===== config.mk =====
export PLATFORM = sky130hd
export DESIGN_NAME = keypad_time_entry_flat
export DESIGN_NICKNAME = d
export VERILOG_FILES = /design/src/rtl/keypad_time_entry_if.sv /design/src/rtl/keypad_time_entry.sv /design/src/flat_wrapper.sv
export SDC_FILE = /design/constraint.sdc
export NUM_CORES = 1
export LEC_CHECK = 0
export CAP_MARGIN = 20
export CORE_MARGIN = 5
export CORE_UTILIZATION = 50
export CTS_CLUSTER_DIAMETER = 150
export CTS_CLUSTER_SIZE = 40
export DETAILED_ROUTE_END_ITERATION = 12
export PLACE_DENSITY = 0.8
export SYNTH_ARGS = -nofsm -noshare
export SYNTH_HDL_FRONTEND = slang
export SYNTH_HIERARCHICAL = 1
export SYNTH_SLANG_ARGS = --single-unit

===== constraint.sdc =====
create_clock -name clk -period 3.1 [get_ports clk]
set_input_delay 0.31 -clock clk [delete_from_list [all_inputs] [get_ports clk]]
set_output_delay 0.31 -clock clk [all_outputs]
set_load 0.05 [all_outputs]

===== src/rtl/keypad_time_entry_if.sv =====
// Signal bundle between the keypad/timer side and keypad_time_entry.
// The master side drives key and timer status; the slave side drives the counter load/enable.
interface keypad_time_entry_if;
    logic        key_valid;
    logic [3:0]  key_code;
    logic        clear_key;
    logic        start_key;
    logic        timer_zero;
    logic [15:0] data;
    logic        loadn;
    logic        en;
    logic [2:0]  digits;
    logic        err;
    logic        done;

    modport master (
        output key_valid, key_code, clear_key, start_key, timer_zero,
        input  data, loadn, en, digits, err, done
    );

    modport slave (
        input  key_valid, key_code, clear_key, start_key, timer_zero,
        output data, loadn, en, digits, err, done
    );
endinterface


===== src/rtl/keypad_time_entry.sv =====
// Microwave cooking-time entry: collects BCD keys into an MM:SS buffer, validates on START,
// pulses a one-cycle load into the countdown chain and holds it enabled until zero or CLEAR.
module keypad_time_entry (
    input  logic              clk,
    input  logic              clrn,
    keypad_time_entry_if.slave bus
);
    localparam logic [1:0] ST_IDLE  = 2'd0;
    localparam logic [1:0] ST_ENTRY = 2'd1;
    localparam logic [1:0] ST_LOAD  = 2'd2;
    localparam logic [1:0] ST_RUN   = 2'd3;

    function automatic logic is_digit(input logic [3:0] code);
        return (code <= 4'd9);
    endfunction

    // Seconds tens must be a legal 0-5 digit and a zero time is never started.
    function automatic logic entry_ok(input logic [15:0] buf_v);
        return (buf_v[7:4] <= 4'd5) && (buf_v != 16'h0000);
    endfunction

    function automatic logic [15:0] shift_in(input logic [15:0] buf_v, input logic [3:0] d);
        return {buf_v[11:0], d};
    endfunction

    logic [1:0]  state_r;
    logic [1:0]  state_nxt_s;
    logic [15:0] buf_r;
    logic [15:0] buf_nxt_s;
    logic [2:0]  digits_r;
    logic [2:0]  digits_nxt_s;
    logic        loadn_r;
    logic        loadn_nxt_s;
    logic        en_r;
    logic        en_nxt_s;
    logic        err_r;
    logic        err_nxt_s;
    logic        done_r;
    logic        done_nxt_s;
    logic        digit_key_s;

    assign digit_key_s = bus.key_valid && is_digit(bus.key_code);

    // Next-state, buffer and pulse decode with clear > start > key priority.
    always_comb begin
        state_nxt_s  = state_r;
        buf_nxt_s    = buf_r;
        digits_nxt_s = digits_r;
        err_nxt_s    = 1'b0;
        done_nxt_s   = 1'b0;
        case (state_r)
            ST_IDLE: begin
                if (bus.clear_key || bus.start_key) begin
                    state_nxt_s = ST_IDLE;
                end else if (digit_key_s) begin
                    buf_nxt_s    = shift_in(16'h0000, bus.key_code);
                    digits_nxt_s = 3'd1;
                    state_nxt_s  = ST_ENTRY;
                end else begin
                    state_nxt_s = ST_IDLE;
                end
            end
            ST_ENTRY: begin
                if (bus.clear_key) begin
                    buf_nxt_s    = 16'h0000;
                    digits_nxt_s = 3'd0;
                    state_nxt_s  = ST_IDLE;
                end else if (bus.start_key) begin
                    if (entry_ok(buf_r)) begin
                        state_nxt_s = ST_LOAD;
                    end else begin
                        err_nxt_s = 1'b1;
                    end
                end else if (digit_key_s) begin
                    if (digits_r < 3'd4) begin
                        buf_nxt_s    = shift_in(buf_r, bus.key_code);
                        digits_nxt_s = digits_r + 3'd1;
                    end else begin
                        buf_nxt_s = buf_r;
                    end
                end else begin
                    state_nxt_s = ST_ENTRY;
                end
            end
            ST_LOAD: begin
                state_nxt_s = ST_RUN;
            end
            ST_RUN: begin
                // A simultaneous CLEAR suppresses the done pulse.
                if (bus.clear_key) begin
                    buf_nxt_s    = 16'h0000;
                    digits_nxt_s = 3'd0;
                    state_nxt_s  = ST_IDLE;
                end else if (bus.timer_zero) begin
                    buf_nxt_s    = 16'h0000;
                    digits_nxt_s = 3'd0;
                    done_nxt_s   = 1'b1;
                    state_nxt_s  = ST_IDLE;
                end else begin
                    state_nxt_s = ST_RUN;
                end
            end
            default: begin
                buf_nxt_s    = 16'h0000;
                digits_nxt_s = 3'd0;
                state_nxt_s  = ST_IDLE;
            end
        endcase
        loadn_nxt_s = (state_nxt_s != ST_LOAD);
        en_nxt_s    = (state_nxt_s == ST_RUN);
    end

    // State and output registers; reset forces the counters out of load and run at once.
    always_ff @(posedge clk or negedge clrn) begin
        if (!clrn) begin
            state_r  <= ST_IDLE;
            buf_r    <= 16'h0000;
            digits_r <= 3'd0;
            loadn_r  <= 1'b1;
            en_r     <= 1'b0;
            err_r    <= 1'b0;
            done_r   <= 1'b0;
        end else begin
            state_r  <= state_nxt_s;
            buf_r    <= buf_nxt_s;
            digits_r <= digits_nxt_s;
            loadn_r  <= loadn_nxt_s;
            en_r     <= en_nxt_s;
            err_r    <= err_nxt_s;
            done_r   <= done_nxt_s;
        end
    end

    assign bus.data   = buf_r;
    assign bus.digits = digits_r;
    assign bus.loadn  = loadn_r;
    assign bus.en     = en_r;
    assign bus.err    = err_r;
    assign bus.done   = done_r;

    keypad_time_entry_chk u_chk (
        .clk    (clk),
        .clrn   (clrn),
        .loadn  (loadn_r),
        .en     (en_r),
        .err    (err_r),
        .done   (done_r),
        .digits (digits_r)
    );
endmodule

// Protocol invariants on the counter-side outputs.
module keypad_time_entry_chk (
    input logic       clk,
    input logic       clrn,
    input logic       loadn,
    input logic       en,
    input logic       err,
    input logic       done,
    input logic [2:0] digits
);
    a_err_done_excl: assert property (@(posedge clk) disable iff (!clrn) !(err && done));
    a_digits_max:    assert property (@(posedge clk) disable iff (!clrn) digits <= 3'd4);
    a_load_single:   assert property (@(posedge clk) disable iff (!clrn) !loadn |=> loadn);
    a_load_to_run:   assert property (@(posedge clk) disable iff (!clrn) !loadn |=> en);
    a_load_not_run:  assert property (@(posedge clk) disable iff (!clrn) !(en && !loadn));
    a_done_pulse:    assert property (@(posedge clk) disable iff (!clrn) done |=> !done);
endmodule


===== src/flat_wrapper.sv =====
// flat-port wrapper written by rule: the top's interface ports become plain ports
module keypad_time_entry_flat 
  (clk, clrn, bus_key_valid, bus_key_code, bus_clear_key, bus_start_key, bus_timer_zero, bus_data, bus_loadn, bus_en, bus_digits, bus_err, bus_done);
  keypad_time_entry_if bus_i ();
  input  logic clk;
  input  logic clrn;
  input wire logic [$bits(bus_i.key_valid)-1:0] bus_key_valid;
  input wire logic [$bits(bus_i.key_code)-1:0] bus_key_code;
  input wire logic [$bits(bus_i.clear_key)-1:0] bus_clear_key;
  input wire logic [$bits(bus_i.start_key)-1:0] bus_start_key;
  input wire logic [$bits(bus_i.timer_zero)-1:0] bus_timer_zero;
  output wire logic [$bits(bus_i.data)-1:0] bus_data;
  output wire logic [$bits(bus_i.loadn)-1:0] bus_loadn;
  output wire logic [$bits(bus_i.en)-1:0] bus_en;
  output wire logic [$bits(bus_i.digits)-1:0] bus_digits;
  output wire logic [$bits(bus_i.err)-1:0] bus_err;
  output wire logic [$bits(bus_i.done)-1:0] bus_done;
  assign bus_i.key_valid = bus_key_valid;
  assign bus_i.key_code = bus_key_code;
  assign bus_i.clear_key = bus_clear_key;
  assign bus_i.start_key = bus_start_key;
  assign bus_i.timer_zero = bus_timer_zero;
  assign bus_data = bus_i.data;
  assign bus_loadn = bus_i.loadn;
  assign bus_en = bus_i.en;
  assign bus_digits = bus_i.digits;
  assign bus_err = bus_i.err;
  assign bus_done = bus_i.done;
  keypad_time_entry u_core (.clk(clk), .clrn(clrn), .bus(bus_i));
endmodule

---- After elaboration in Yosys (flattened, before gate mapping) ----
Index checks and enable logic that the tools add are counted.
storage, ports and cells
  logic and storage cells ................. 63
  flip-flop bits (word level) ............. 25
  memory bits (read-only) ................. 0
  bits in writable memories ............... 0
  input bits .............................. 10
  memories kept ........................... 0
  bits in latches ......................... 0
  output and inout port bits .............. 23
cells by class
  shift operators ......................... 0
  div/mod/pow operators ................... 0
  eq/ne operators ......................... 11
  reductions and logical operators ........ 7
  bitwise operators ....................... 0
  multiplexer cells ....................... 34
  add/sub/neg operators ................... 1
  magnitude comparators ................... 3
  multiply operators ...................... 0
operator list
  cell                                                  number
  2-to-1 mux 16 bit                                     8
  case mux 16 bit (3 select lines)                      1
  2-to-1 mux 3 bit                                      8
  nonzero test 16 bit                                   1
  2-to-1 mux 2 bit                                      7
  case mux 3 bit (3 select lines)                       1
  2-to-1 mux 1 bit                                      8
  case mux 2 bit (4 select lines)                       1
  AND reduction 7 bit                                   1
  == test 2 bit (second input constant)                 3
  != test 3 x 2 -> 1 bit (second input constant)        2
  != test 3 bit (second input constant)                 2
  <= comparator 4 x 3 -> 1 bit (second input constant)  1
  <= comparator 4 bit (second input constant)           1
  != test 2 bit (second input constant)                 2
  adder 3 x 1 -> 3 bit (second input constant)          1
  less-than comparator 3 bit (second input constant)    1
  nonzero test 3 bit                                    1
  == test 2 x 1 -> 1 bit (second input constant)        1
  logical AND 1 bit                                     2
  logical NOT 2 bit                                     1
  != test 2 x 1 -> 1 bit (second input constant)        1
  logical OR 1 bit                                      1

---- Logic depth before layout (Yosys ltp) ----
Gate-level depths: netlist of the first run.
  word-level depth ........................ 7
  depth in mapped cells ................... 6
  depth with buffers taken out ............ 4

---- Worst setup path after synthesis of the first run ----
OpenSTA, ideal clock, no wires.
  kind .................................... flip-flop to flip-flop
  start point ............................. register u_core.buf_r[0], in the netlist u_core/bus.data[0]
  end point ............................... register u_core.state_r[1]
  required time ........................... 2980 ps
  cell stages (with the launch flop) ...... 5
  library setup time ...................... 120 ps
  period minus slack after synthesis ...... 1517 ps
  arrival time ............................ 1397 ps
  buffers on the path ..................... 0
  slack ................................... 1583 ps
  cells stage by stage .................... dfrtp_1 -> nor4_1 -> and4_1 -> a211oi_1 -> a31o_2
on the way
  cells in the longest elaborated chain, start to end .. 6
RTL lines
  item                             line                      source
  start: declaration               keypad_time_entry.sv:28   logic [15:0] buf_r;
  start signal: assignment         keypad_time_entry.sv:125  buf_r <= buf_nxt_s;
  nonzero test 16 bit              keypad_time_entry.sv:19   return (buf_v[7:4] <= 4'd5) && (buf_v != 16'h0000);
  logical AND 1 bit                keypad_time_entry.sv:19
  2-to-1 mux 2 bit                 keypad_time_entry.sv:69   if (entry_ok(buf_r)) begin
  2-to-1 mux 2 bit                 keypad_time_entry.sv:68   end else if (bus.start_key) begin
  2-to-1 mux 2 bit                 keypad_time_entry.sv:64   if (bus.clear_key) begin
  case mux 2 bit (4 select lines)  keypad_time_entry.sv:51   case (state_r)
  via u_core.state_nxt_s[1]        keypad_time_entry.sv:27   logic [1:0] state_nxt_s;
  end signal: assignment           keypad_time_entry.sv:124  state_r <= state_nxt_s;
  end: declaration                 keypad_time_entry.sv:26   logic [1:0] state_r;
The timed path passes the listed nets, and every way through them passes these cells.
A chain may end at the register's enable or synchronous reset.

---- Worst setup path in the final report of the first run ----
  start point ............................. register u_core.loadn_r, in the netlist u_core/bus.loadn
  end point ............................... output port bus_loadn
RTL lines
  item                      line                      source
  start: declaration        keypad_time_entry.sv:32   logic loadn_r;
  start signal: assignment  keypad_time_entry.sv:127  loadn_r <= loadn_nxt_s;
  end: declaration          flat_wrapper.sv:13        output wire logic [$bits(bus_i.loadn)-1:0] bus_loadn;
No word-level cell between the ends.

==> results of run 1 <==
worst min path at each step:
stage | startpoint | end | slack [ns]
final | clrn | u_core/bus.digits[2] | 0.34
after global placement | u_core/bus.data[13] | u_core/bus.data[13] | 0.52
after CTS | clrn | u_core/bus.done | 0.34
after floorplan | clrn | u_core/bus.data[0] | 0.01
after detailed placement | u_core/bus.data[12] | u_core/bus.data[12] | 0.53
after global routing | clrn | u_core/bus.en | 0.36
placed cells by master (no fill, tap or decap), types with 2 or more instances in the layout:
master                            count
sky130_fd_sc_hd__dfrtp_1             24
sky130_fd_sc_hd__a21oi_1              2
sky130_fd_sc_hd__clkdlybuf4s50_1     32
sky130_fd_sc_hd__and4_1               2
sky130_fd_sc_hd__o21ai_1             10
sky130_fd_sc_hd__o21ai_0             10
sky130_fd_sc_hd__nor3b_4              2
sky130_fd_sc_hd__nand2_1             16
sky130_fd_sc_hd__a32oi_1              2
sky130_fd_sc_hd__nor2_1               3
sky130_fd_sc_hd__inv_1                7
sky130_fd_sc_hd__clkbuf_4             3
sky130_fd_sc_hd__nor4_1               3
sky130_fd_sc_hd__nand3_1             18
metal layers:
metal | vias up | track usage [%] | wire (um)
li1 | 494 | - | -
met1 | 469 | 21.3 | 1180
met2 | 31 | 24.8 | 1200
met3 | 2 | 3.29 | 114
met4 | 0 | 8.74 | 25
met5 | - | 0 | 0
where the power goes:
| group | switching [uW] | total, uW | internal (uW) |
|---|---|---|---|
| clock network | 95.3 | 146 | 50.4 |
| registers | 60.4 | 430 | 370 |
| logic | 245 | 378 | 133 |
registers in the layout (all words and copies together) (netlist names):
register	flops
u_core/bus.data	16
u_core/bus.digits	3
u_core/bus.done	1
u_core/bus.en	1
u_core/bus.err	1
u_core/bus.loadn	1
u_core/state_r	2
kinds of logic (layout without fill, tap and decap cells):
logic type / count (synthesis) / in the layout / synth area share [%]
flip-flops: 25 / 25 / 52.4
buffers and inverters: 14 / 44 / 6.80
AND/OR/NAND/NOR: 50 / 50 / 24.3
adder cells (fa/ha/maj): 1 / 1 / 1.05
AO/OA/AOI/OAI: 31 / 31 / 15.5
layout make-up:
| type | instances | area, um2 | share of cell area (%) |
|---|---|---|---|
| inverters | 7 | 26.3 | 1.72 |
| well taps | 28 | 35.0 | 2.29 |
| multi-input cells | 82 | 488 | 31.9 |
| repair buffers | 33 | 328 | 21.4 |
| flip-flops and latches | 25 | 627 | 41.0 |
| clock buffers | 4 | 26.3 | 1.72 |
stage by stage:
| step | hold WS, ns | cell area (um2) | std cells |
|---|---|---|---|
| 2_1_floorplan | 0.0144 | 1200 | 121 |
| 3_3_place_gp | 0.516 | 1500 | 175 |
| 3_5_place_dp | 0.525 | 1500 | 175 |
| 4_1_cts | 0.338 | 1530 | 179 |
| 5_1_grt | 0.364 | 1530 | 179 |
| 6_report | 0.335 | 1530 | 179 |
==> out/metrics.csv, run 1 <==
stage,metric,value,unit
yosys,synth.ff_latch_count,25,
place,place_ws,1.21,ns
timing,final.setup.tns,0,ns
critical_path,critPathSlowestCell,sky130_fd_sc_hd__clkdlybuf4s50_1,
detailed_routing,remaining_drc_errors,0,
global_routing,grt_max_degree,35,
critical_path,r2r-start,u_core/state_r[1],
detailed_routing,postRouteAntennaNets,0,
pwr,p_per_area,623,mW/mm2
place,buffers_on_ports,32,
global_routing,grt_antenna_before_repair,0,
die,floorplan.core_area,0.00225,mm2
yosys,synth.lib_cells_used.distinct,30,
clock_network,number_of_buffers_added_by_the_clock_tree_synthesis_step,3,
critical_path,crit_type,register to output pin,
yosys,yosysWarnings,6,
final_layout,n_antenna_cell,0,
detailed_routing,detailroute.via_count,996,
critical_path,worst_r2r_path_depth,4,
pwr,p_leak,0.000636,uW
final_layout,fin_util,67.9,%
timing,final_hold_viol_count,0,
yosys,post-synth-top-count-cell,sky130_fd_sc_hd__dfrtp_1,
timing,maxClockFrequency,512,MHz
yosys,synth-edff-count,0,
clock_network,cts_hold_buf,0,
yosys,synthesis.area_per_instance,9.89,um2
clock_network,cts_max_level,1,
critical_path,path_delay_family,buffers and inverters,
critical_path,cp_max_fo,1,
detailed_routing,first_iter_violations,27,
global_routing,grt_pass1_wl,4170,um
yosys,ys_top_cells_by_area,"sky130_fd_sc_hd__dfrtp_1 (50%), sky130_fd_sc_hd__nand3_1 (7.5%), sky130_fd_sc_hd__nand2_1 (5.0%)",
global_routing,grt_pass1_vias,908,
timing,tightestPinTransition,0.626,ns
pwr,power,954,uW
timing,finalWorstPathRequiredPeriod,1.95,ns
critical_path,arrival_time_of_the_worst_setup_path,1.64,ns
die,boundary_pins,33,
clock_network,cts.path.max_buffers,2,
clock_network,post_cts_buffers,0,
critical_path,reg2reg_slack,1.52,ns
timing,rsz0062_at_grt,false,
yosys,syn-num-nets,132,
yosys,postSynth.topFlopCell,sky130_fd_sc_hd__dfrtp_1,
place,detailed_place_hpwl,1820,um
timing,finalSetupViolations,0,
detailed_routing,average_routed_wire_per_standard_cell,14.1,um
clock_network,tritoncts_clock_tree,yes,
die,floorplan.initialDensity,53.1,%
yosys,post_synth_instance_area,0.00120,mm2
critical_path,cp-endpoint,bus_loadn,
timing,finalWorstSetupSlack,1.15,ns
flow_run,cap_violations,0,
timing,period_share,63.0,%
timing,fin_skew,0.00246,ns
timing,max_slew_margin,58.2,%
critical_path,path_depth,1,
critical_path,cp_cell_sequence,clkdlybuf4s50_1,
critical_path,crit_path_start_kind,register,
clock_network,postCtsResizedCells,0,
timing,slew_viol_final,0,
final_layout,num-fill-cells,203,
die,die_area,0.00347,mm2
critical_path,cp.required,2.79,ns
detailed_routing,detailedRoute.firstPassIterationCount,4,
clock_network,cts_num_sinks,25,
run_status,run_status,completed,
final_layout,nets_final,163,
place,place.gp.congestion,0.791,
hold_path,timing.hold.worst.class,primary input to async pin,
critical_path,crit_buf_inv,1,
yosys,yosysSeqAreaShare,52.4,%
clock_network,insertion_delay,0.32,ns
critical_path,critPathCaptureType,output pin,
yosys,async_reset_ff_share,100,%
critical_path,regToRegEndpoint,u_core/bus.data[4],
detailed_routing,route.final.wire_length,2530,um
die,core.rowCount,17,
clock_network,clock_transition_at_the_register_clock_pins_on_the_worst_setup_and_hold_paths_after_cts,0.13,ns
global_routing,track_usage,16.1,%
final_layout,flow.area_growth_from_synthesis,27.9,%
yosys,yosysTopAreaCellShare,50.2,%
critical_path,cp-startpoint,u_core/bus.loadn,
global_routing,globalRouteOverflowTotal,0,
die,dieHeight,58.9,um
yosys,yosys-top-cells-count,"sky130_fd_sc_hd__dfrtp_1 (24), sky130_fd_sc_hd__nand3_1 (18), sky130_fd_sc_hd__nand2_1 (16), sky130_fd_sc_hd__o21ai_0 (10), sky130_fd_sc_hd__o21ai_1 (10)",
final_layout,post_route_cells_drive_above_1_share,7.95,%
yosys,yosys.area.top_type,sky130_fd_sc_hd__dfrtp_1,
critical_path,cp_slowest_stage_delay,0.79,ns
die,dieWidth,58.9,um
yosys,post_synthesis_cell_count,121,
detailed_routing,vias_per_cell,5.56,
clock_network,cts.root.buffer_cell,sky130_fd_sc_hd__clkbuf_4,
pwr,ir_drop,0.000446,V
Note: power is estimated with default switching activity, not from simulation.
==> run 2, diff against run 1 <==
Settings changed: CORE_UTILIZATION 50 to 42, PLACE_DENSITY 0.8 to 0.71.
Clock period 3.1 ns to 1.72 ns, I/O delays scaled along.
==> run 2 against run 1 <==
  * Non-clock buffer count grew 4
  * Global-route usage shrank 2.4 points
  * Die area grew 16%
  * Sequential share of layout area shrank 0.23 points
  * Power grew 82%
  * Routed wire length grew 5.3%
  * Critical path depth is the same
  * Clock skew grew 0.012 ns
  * Via count is the same
  * First-iteration DRC count shrank 7.4%
  * Combinational power grew 82%
  * Final cell count grew 3.9%
==> out/metrics.csv, run 2 (same netlist as run 1, synthesis figures left out) <==
stage,metric,value,unit
detailed_routing,remaining_drc_errors,0,
detailed_routing,first_iter_violations,25,
critical_path,crit_path_start_kind,register,
critical_path,critPathSlowestCell,sky130_fd_sc_hd__clkdlybuf4s50_1,
global_routing,grt_pass1_wl,4510,um
critical_path,cp_max_fo,1,
timing,hold_slack,0.180,ns
clock_network,cts.root.buffer_cell,sky130_fd_sc_hd__clkbuf_4,
run_status,run_status,completed,
critical_path,path_delay_family,buffers and inverters,
timing,fin_skew,0.0145,ns
timing,final_hold_viol_count,0,
clock_network,number_of_buffers_added_by_the_clock_tree_synthesis_step,3,
timing,finalSetupViolations,0,
global_routing,grt_antenna_before_repair,0,
critical_path,critPathCaptureType,output pin,
pwr,ir_drop,0.000987,V
global_routing,grt_max_degree,35,
clock_network,cts_max_level,1,
clock_network,clock_transition_at_the_register_clock_pins_on_the_worst_setup_and_hold_paths_after_cts,0.16,ns
die,core.rowCount,19,
critical_path,cp_slowest_stage_delay,0.79,ns
final_layout,post_route_cells_drive_above_1_share,21.3,%
global_routing,globalRouteOverflowTotal,0,
detailed_routing,detailedRoute.firstPassIterationCount,4,
place,place.gp.congestion,0.863,
timing,final.setup.tns,0,ns
timing,finalWorstSetupSlack,0.0904,ns
critical_path,worst_r2r_path_depth,4,
critical_path,regToRegEndpoint,u_core/state_r[1],
timing,rsz0062_at_grt,false,
die,dieWidth,63.4,um
pwr,p_leak,0.000722,uW
final_layout,flow.area_growth_from_synthesis,28.7,%
critical_path,reg2reg_slack,0.25,ns
clock_network,insertion_delay,0.33,ns
die,dieHeight,63.4,um
die,floorplan.initialDensity,43.8,%
final_layout,largest_reg_flops,16,
detailed_routing,average_routed_wire_per_standard_cell,14.3,um
final_layout,nets_final,167,
final_layout,mostFrequentLayoutCells,"sky130_fd_sc_hd__dfrtp_1 (24), sky130_fd_sc_hd__buf_4 (20), sky130_fd_sc_hd__nand3_1 (18), sky130_fd_sc_hd__nand2_1 (16), sky130_fd_sc_hd__clkdlybuf4s50_1 (12)",
detailed_routing,detailroute.via_count,996,
timing,maxClockFrequency,614,MHz
clock_network,cts.path.max_buffers,2,
pwr,power,1740,uW
timing,tightestPinTransition,0.501,ns
timing,period_share,94.7,%
clock_network,post_cts_buffers,0,
critical_path,arrival_time_of_the_worst_setup_path,1.46,ns
hold_path,timing.hold.worst.class,primary input to async pin,
detailed_routing,route.final.wire_length,2660,um
critical_path,crit_buf_inv,1,
critical_path,cp_cell_sequence,clkdlybuf4s50_1,
clock_network,cts_num_sinks,25,
critical_path,cp.required,1.55,ns
final_layout,n_antenna_cell,0,
place,place_ws,0.120,ns
global_routing,track_usage,13.7,%
timing,slew_viol_final,0,
die,boundary_pins,33,
timing,finalWorstPathRequiredPeriod,1.63,ns
timing,max_slew_margin,66.4,%
clock_network,tritoncts_clock_tree,yes,
place,detailed_place_hpwl,1930,um
pwr,p_per_area,1130,mW/mm2
final_layout,fin_util,56.3,%
detailed_routing,postRouteAntennaNets,0,
die,die_area,0.00402,mm2
flow_run,cap_violations,0,
die,floorplan.core_area,0.00273,mm2
critical_path,r2r-start,u_core/bus.data[0],
detailed_routing,vias_per_cell,5.35,
critical_path,crit_type,register to output pin,
final_layout,num-fill-cells,263,
place,buffers_on_ports,32,
global_routing,grt_pass1_vias,976,
final_layout,final_common_cell,sky130_fd_sc_hd__dfrtp_1,
-- run 2: changes by cell type in the layout (fill, tap and decap cells not counted) --
cell                              previous run  this run
sky130_fd_sc_hd__clkinvlp_4                  0         1
sky130_fd_sc_hd__clkdlybuf4s50_1            32        12
sky130_fd_sc_hd__dlymetal6s2s_1              0         1
sky130_fd_sc_hd__clkbuf_1                    1         0
sky130_fd_sc_hd__buf_4                       1        20
sky130_fd_sc_hd__dlygate4sd2_1               0         3
sky130_fd_sc_hd__buf_12                      0         1
-- run 2: cell type report --
class	instances	area [um2]	share of cell area (%)
Multi-Input combinational cell	82	488	31.7
Timing Repair Buffer	37	329	21.4
Inverter	7	26.3	1.71
Clock buffer	3	22.5	1.46
Tap cell	31	38.8	2.52
Sequential cell	25	627	40.7
Clock inverter	1	7.51	0.488
-- run 2: per-stage QoR --
step                cells  cell area, um2
floorplan             121            1200
global placement      182            1510
detailed placement    182            1510
CTS                   186            1540
global route          186            1540
finish                186            1540
-- run 2: routing by layer --
metal | part of all wire [%] | track usage (%) | up-vias
met5 | 0 | 0 | -
met4 | 1.0 | 5.45 | 0
met3 | 3.1 | 2.13 | 2
met2 | 50 | 22.5 | 17
met1 | 45 | 18.0 | 476
li1 | - | - | 501
-- run 2: worst register-to-register path: stages, from the launching register on --
cell	delay, ns
sky130_fd_sc_hd__dfrtp_1	0.45
sky130_fd_sc_hd__nor4_1	0.34
sky130_fd_sc_hd__and4_1	0.23
sky130_fd_sc_hd__a211oi_1	0.08
sky130_fd_sc_hd__a31o_2	0.27
-- run 2: how the worst max path moves through the flow --
stage,to,depth (start not counted),startpoint,slack (ns)
2_1_floorplan,u_core/state_r[1],4,u_core/bus.data[0],0.20
4_1_cts,bus_data[15],1,u_core/bus.data[15],0.004
3_5_place_dp,u_core/bus.data[13],6,bus_clear_key,0.12
5_1_grt,bus_err,1,u_core/bus.err,0.04
3_3_place_gp,u_core/bus.data[14],6,bus_clear_key,0.19
6_report,bus_err,1,u_core/bus.err,0.09
-- run 2: where the power goes --
| group | total [uW] | internal, uW | leakage (uW) | switching, uW |
|---|---|---|---|---|
| combinational | 688 | 236 | 0.000369 | 452 |
| clock | 278 | 88.8 | 0.0000139 | 189 |
| sequential | 774 | 666 | 0.000338 | 108 |
-- run 2: what timing repair did --
item	CTS	global route
setup endpoints to repair	3	1
hold buffers	0	0
gates resized for setup	3	1
gates cloned	0	0
